## src/rtl/led_mode_sequencer.sv

```systemverilog
// Six-LED pattern sequencer: prescaled display tick, four modes (up/down/scan/blink), mode and pause buttons.
// Define DEBOUNCE_EN to insert a stability filter of DEBOUNCE_CYCLES between button synchronizer and edge detector.
module led_mode_sequencer #(
   parameter int WAIT_TIME       = 13500000,
   parameter int CNT_W           = 24,
   parameter int DEBOUNCE_CYCLES = 270000,
   parameter int DB_W            = 20
) (
   input  logic       clk,
   input  logic       rst,
   input  logic       btn_mode,
   input  logic       btn_pause,
   output logic [5:0] led,
   output logic [1:0] mode,
   output logic       paused,
   output logic       tick
);

   typedef enum logic [1:0] {
      MODE_UP    = 2'd0,
      MODE_DOWN  = 2'd1,
      MODE_SCAN  = 2'd2,
      MODE_BLINK = 2'd3
   } mode_t;

   localparam logic [CNT_W-1:0] WAIT_C    = CNT_W'(WAIT_TIME);
   localparam logic             DIR_LEFT  = 1'b0;
   localparam logic             DIR_RIGHT = 1'b1;

   // bit 0 = mode button, bit 1 = pause button
   logic [1:0] btn_raw;
   logic [1:0] press;

   assign btn_raw = {btn_pause, btn_mode};

   genvar gi;
   generate
      for (gi = 0; gi < 2; gi++) begin : g_btn
         logic sync0_reg;
         logic sync1_reg;
         logic prev_reg;
         logic filt;

         always_ff @(posedge clk) begin
            if (rst) begin
               sync0_reg <= 1'b0;
               sync1_reg <= 1'b0;
               prev_reg  <= 1'b0;
            end else begin
               sync0_reg <= btn_raw[gi];
               sync1_reg <= sync0_reg;
               prev_reg  <= filt;
            end
         end

`ifdef DEBOUNCE_EN
         localparam logic [DB_W-1:0] DB_LAST = DB_W'(DEBOUNCE_CYCLES - 1);
         logic [DB_W-1:0] db_cnt_reg;
         logic            filt_reg;

         // Count consecutive cycles of disagreement; any agreement restarts the count.
         always_ff @(posedge clk) begin
            if (rst) begin
               db_cnt_reg <= '0;
               filt_reg   <= 1'b0;
            end else if (sync1_reg != filt_reg) begin
               if (db_cnt_reg == DB_LAST) begin
                  filt_reg   <= sync1_reg;
                  db_cnt_reg <= '0;
               end else begin
                  db_cnt_reg <= db_cnt_reg + DB_W'(1);
               end
            end else begin
               db_cnt_reg <= '0;
            end
         end

         assign filt = filt_reg;
`else
         assign filt = sync1_reg;
`endif

         assign press[gi] = filt & ~prev_reg;
      end
   endgenerate

   logic             press_mode;
   logic             press_pause;

   assign press_mode  = press[0];
   assign press_pause = press[1];

   mode_t            mode_reg,   mode_next;
   logic [5:0]       led_reg,    led_next;
   logic             dir_reg,    dir_next;
   logic [CNT_W-1:0] pres_reg,   pres_next;
   logic             paused_reg, paused_next;
   logic             tick_c;

   always_ff @(posedge clk) begin
      if (rst) begin
         mode_reg   <= MODE_UP;
         led_reg    <= 6'h00;
         dir_reg    <= DIR_LEFT;
         pres_reg   <= '0;
         paused_reg <= 1'b0;
      end else begin
         mode_reg   <= mode_next;
         led_reg    <= led_next;
         dir_reg    <= dir_next;
         pres_reg   <= pres_next;
         paused_reg <= paused_next;
      end
   end

   always_comb begin
      mode_next   = mode_reg;
      led_next    = led_reg;
      dir_next    = dir_reg;
      pres_next   = pres_reg;
      paused_next = paused_reg;
      tick_c      = 1'b0;

      if (press_pause) begin
         paused_next = ~paused_reg;
      end

      // A mode step restarts the display period and suppresses a coincident tick.
      if (press_mode) begin
         pres_next = '0;
         case (mode_reg)
            MODE_UP: begin
               mode_next = MODE_DOWN;
               led_next  = 6'h3F;
            end
            MODE_DOWN: begin
               mode_next = MODE_SCAN;
               led_next  = 6'h01;
               dir_next  = DIR_LEFT;
            end
            MODE_SCAN: begin
               mode_next = MODE_BLINK;
               led_next  = 6'h00;
            end
            default: begin
               mode_next = MODE_UP;
               led_next  = 6'h00;
            end
         endcase
      end else if (!paused_reg) begin
         if (pres_reg == WAIT_C) begin
            pres_next = '0;
            tick_c    = 1'b1;
            case (mode_reg)
               MODE_UP: begin
                  led_next = led_reg + 6'd1;
               end
               MODE_DOWN: begin
                  led_next = led_reg - 6'd1;
               end
               MODE_SCAN: begin
                  // Reverse at the end bits so each end is lit for only one tick.
                  if (dir_reg == DIR_LEFT) begin
                     if (led_reg[5]) begin
                        led_next = 6'h10;
                        dir_next = DIR_RIGHT;
                     end else begin
                        led_next = {led_reg[4:0], 1'b0};
                     end
                  end else begin
                     if (led_reg[0]) begin
                        led_next = 6'h02;
                        dir_next = DIR_LEFT;
                     end else begin
                        led_next = {1'b0, led_reg[5:1]};
                     end
                  end
               end
               default: begin
                  led_next = ~led_reg;
               end
            endcase
         end else begin
            pres_next = pres_reg + CNT_W'(1);
         end
      end
   end

   assign led    = led_reg;
   assign mode   = mode_reg;
   assign paused = paused_reg;
   assign tick   = tick_c;

endmodule
```

## config.mk

```make
export PLATFORM = sky130hd
export DESIGN_NAME = led_mode_sequencer
export DESIGN_NICKNAME = d
export VERILOG_FILES = /design/src/rtl/led_mode_sequencer.sv
export SDC_FILE = /design/constraint.sdc
export NUM_CORES = 1
export LEC_CHECK = 0
export ABC_AREA = 0
export BUFFER_PORTS_ARGS = -buffer_cell sky130_fd_sc_hd__buf_2
export CORE_MARGIN = 2
export CORE_UTILIZATION = 40
export CTS_CLUSTER_DIAMETER = 100
export DETAILED_ROUTE_END_ITERATION = 8
export PLACE_DENSITY = 0.62
export SLEW_MARGIN = 15
export SYNTH_ARGS = -nofsm -noshare
export SYNTH_HDL_FRONTEND = slang
export SYNTH_SLANG_ARGS = --single-unit
```

## constraint.sdc

```tcl
create_clock -name clk -period 2.59 [get_ports clk]
set_clock_uncertainty 0.1 [all_clocks]
set_input_delay 0.259 -clock clk [delete_from_list [all_inputs] [get_ports clk]]
set_output_delay 0.259 -clock clk [all_outputs]
set_load 0.01 [all_outputs]
```

==> metrics <==
worst reg-to-reg path cell count=10; Unique masters post-synth=63; # diodes=0; via count=1,894; share of the synthesized area in the top cell type=34.5%; layout cells sized above 1=16.2%; Seq pwr share=53.7%; Post-Syn Area=2320 um2; synth cell count leaders=dfxtp_1, nor2_1, nand2_1, xor2_1, a21oi_1; flops & latches, synth=40; GP Congestion=0.774; RSZ-0062 raised after global routing=false; FP Rows=27; leak pwr=1.00 nW; CTS resizes=0; first-pass GRT wire length=8130 um; total grt overflow=0; initial core utilization=41.8%; Hold Path Class=in2reg; Sw Ratio=25.9%; register clock-pin slew on the reported worst setup and hold paths=80 ps; Int Power=904 uW; synthesis warning total=0; Critical Path AT=2460 ps; Comb power frac=10.8%; crit start category=flip-flop; vias in the first global route=1,767; Fin. Hold Viols=0; postcts setup bufs=0; CP max FO=5; predominant post-synthesis flop cell=dfxtp_1; initial antenna violation count=0; drt pass-1 iters=4; final setup vio count=0; crit end category=flip-flop; cell with the most instances after synthesis=dfxtp_1; Largest register FFs=24; Die X=80.1 um; Area contributors post-synth=dfxtp_1, xor2_1, nor2_1; final net count=295; Port Buffers=13; Slew headroom=65.6%; hold buffers post-CTS=0; Least-Margin Pin Slew=515 ps; Avg WL per Cell=13.2 um; DP Wirelength=3260 um; CTS max path bufs=2; Tcrit/Tclk final=90.0%; Iter 0 DRT Violations=124; R2R Setup Slk=260 ps; status=finished, final reports clean; clock tree sinks=40; clk_lat worst skew=290 ps; clock root cell=clkbuf_8; fmax=429 MHz; setup tns final=0 ps; Die Y=80.1 um; sequential-to-total area share from yosys stat=34.5%; area grow syn2layout=9.12%; Critical Setup Path Class=reg2reg; Slew Viols, Final=0; min Tclk post-route=2330 ps; Clock Power Share=35.5%; CTS H-tree lvls=2; number of buffers created by CTS=5; Net Count, Synth=284; CTS tree=done; Pwr Density=482 nW/um2; Antenna Nets Post-Route=0; max cap viols=0; Avg Inst Size Synth=8.52 um2; largest net degree at the start of global routing=25; Total Routed Length=4690 um; Core Area=5540 um2; Ports=14; hold depth=2; global-route usage over all layers=15.7%; Die Area=6420 um2; Req. time, crit path=2720 ps; EDFF count, synth=0; worst hold slack=83.4 ps; leading area contributor after synthesis=dfxtp_1; Peak supply drop=410 uV; cell count after synthesis=272; Async S/R FF share, synth=0%; Via density=5.32; switching power=316 uW; drt drc=0
## placed cells by master, fill, tap and decap left out, types with 2 or more instances in the layout
cell type and instances:
a211oi_1 3, a21oi_1 12, and2_1 2, and3_1 4
and3_2 2, and4_1 2, and4b_1 2, buf_2 13
buf_4 5, clkbuf_8 6, dfxtp_1 40, ha_1 8
inv_1 6, mux2i_1 3, nand2_1 27, nand2b_1 3
nand3_1 10, nand3_4 2, nand3b_1 2, nand4_1 5
nor2_1 37, nor2_2 2, nor2b_1 10, nor3_1 5
nor3_2 2, nor4_1 2, o211ai_1 3, o21ai_0 6
o31ai_1 2, xnor2_1 6, xor2_1 19
## critical path, stage by stage, from the launching register on
cell and delay, ps:
dfxtp_1 400, inv_1 110, ha_1 210, xor2_1 140
ha_1 240, nor3_1 60, a21oi_1 130, o221ai_1 170
a31o_1 250, a221o_1 330, a21oi_1 120
## cell type report
class                   count  area [um2]
fillers                   561        3010
multi-input cells         211        1420
flip-flops and latches     40         801
repair buffers             18         103
well taps                  72        90.1
clock buffers               7        86.3
inverters                   7        26.3
clock inverters             1        7.51
## worst paths after layout
kind,endpoint,startpoint
setup / recovery,led[4]$_SDFFE_PP0P_,mode[1]$_SDFFE_PP0P_
hold / removal,g_btn[1].sync0_reg$_SDFF_PP0_,btn_pause
setup reg to reg,led[4]$_SDFFE_PP0P_,mode[1]$_SDFFE_PP0P_
hold reg to reg,g_btn[0].filt$_SDFF_PP0_,g_btn[0].sync0_reg$_SDFF_PP0_
## power by group through the flow
stage	sequential, mW	combinational, mW	clock, mW
after floorplan	0.663	0.103	0
after global placement	0.669	0.130	0
after detailed placement	0.669	0.132	0
after CTS	0.654	0.133	0.447
after global routing	0.658	0.148	0.466
final	0.655	0.132	0.433
## cells by family after synthesis
| group | after synthesis | synth area share (%) |
|---|---|---|
| buffers and inverters | 21 | 4.37 |
| multiplexers | 5 | 2.43 |
| XOR/XNOR | 25 | 9.44 |
| adder cells (fa/ha/maj) | 8 | 4.32 |
| flip-flops | 40 | 34.5 |
| AO/OA/AOI/OAI | 48 | 15.2 |
| AND/OR/NAND/NOR | 125 | 29.7 |
## routing by layer
layer	global-route usage [%]	part of all wire, %
met5	0	0
met4	6.10	1.3
met3	3.48	5.1
met2	25.2	45
met1	20.5	48
## per-stage QoR
| stage | instances | instance area, um2 | power (mW) | utilization, % | setup WS [ps] |
|---|---|---|---|---|---|
| final | 356 | 2530 | 1.22 | 45.7 | 260 |
| after detailed placement | 348 | 2440 | 0.801 | 44.0 | 262 |
| after global placement | 348 | 2440 | 0.798 | 44.0 | 351 |
| after CTS | 356 | 2530 | 1.23 | 45.7 | 246 |
| after floorplan | 272 | 2320 | 0.766 | - | 105 |
| after global routing | 356 | 2530 | 1.27 | 45.7 | 49.4 |
(Power assumes the default switching activity.)
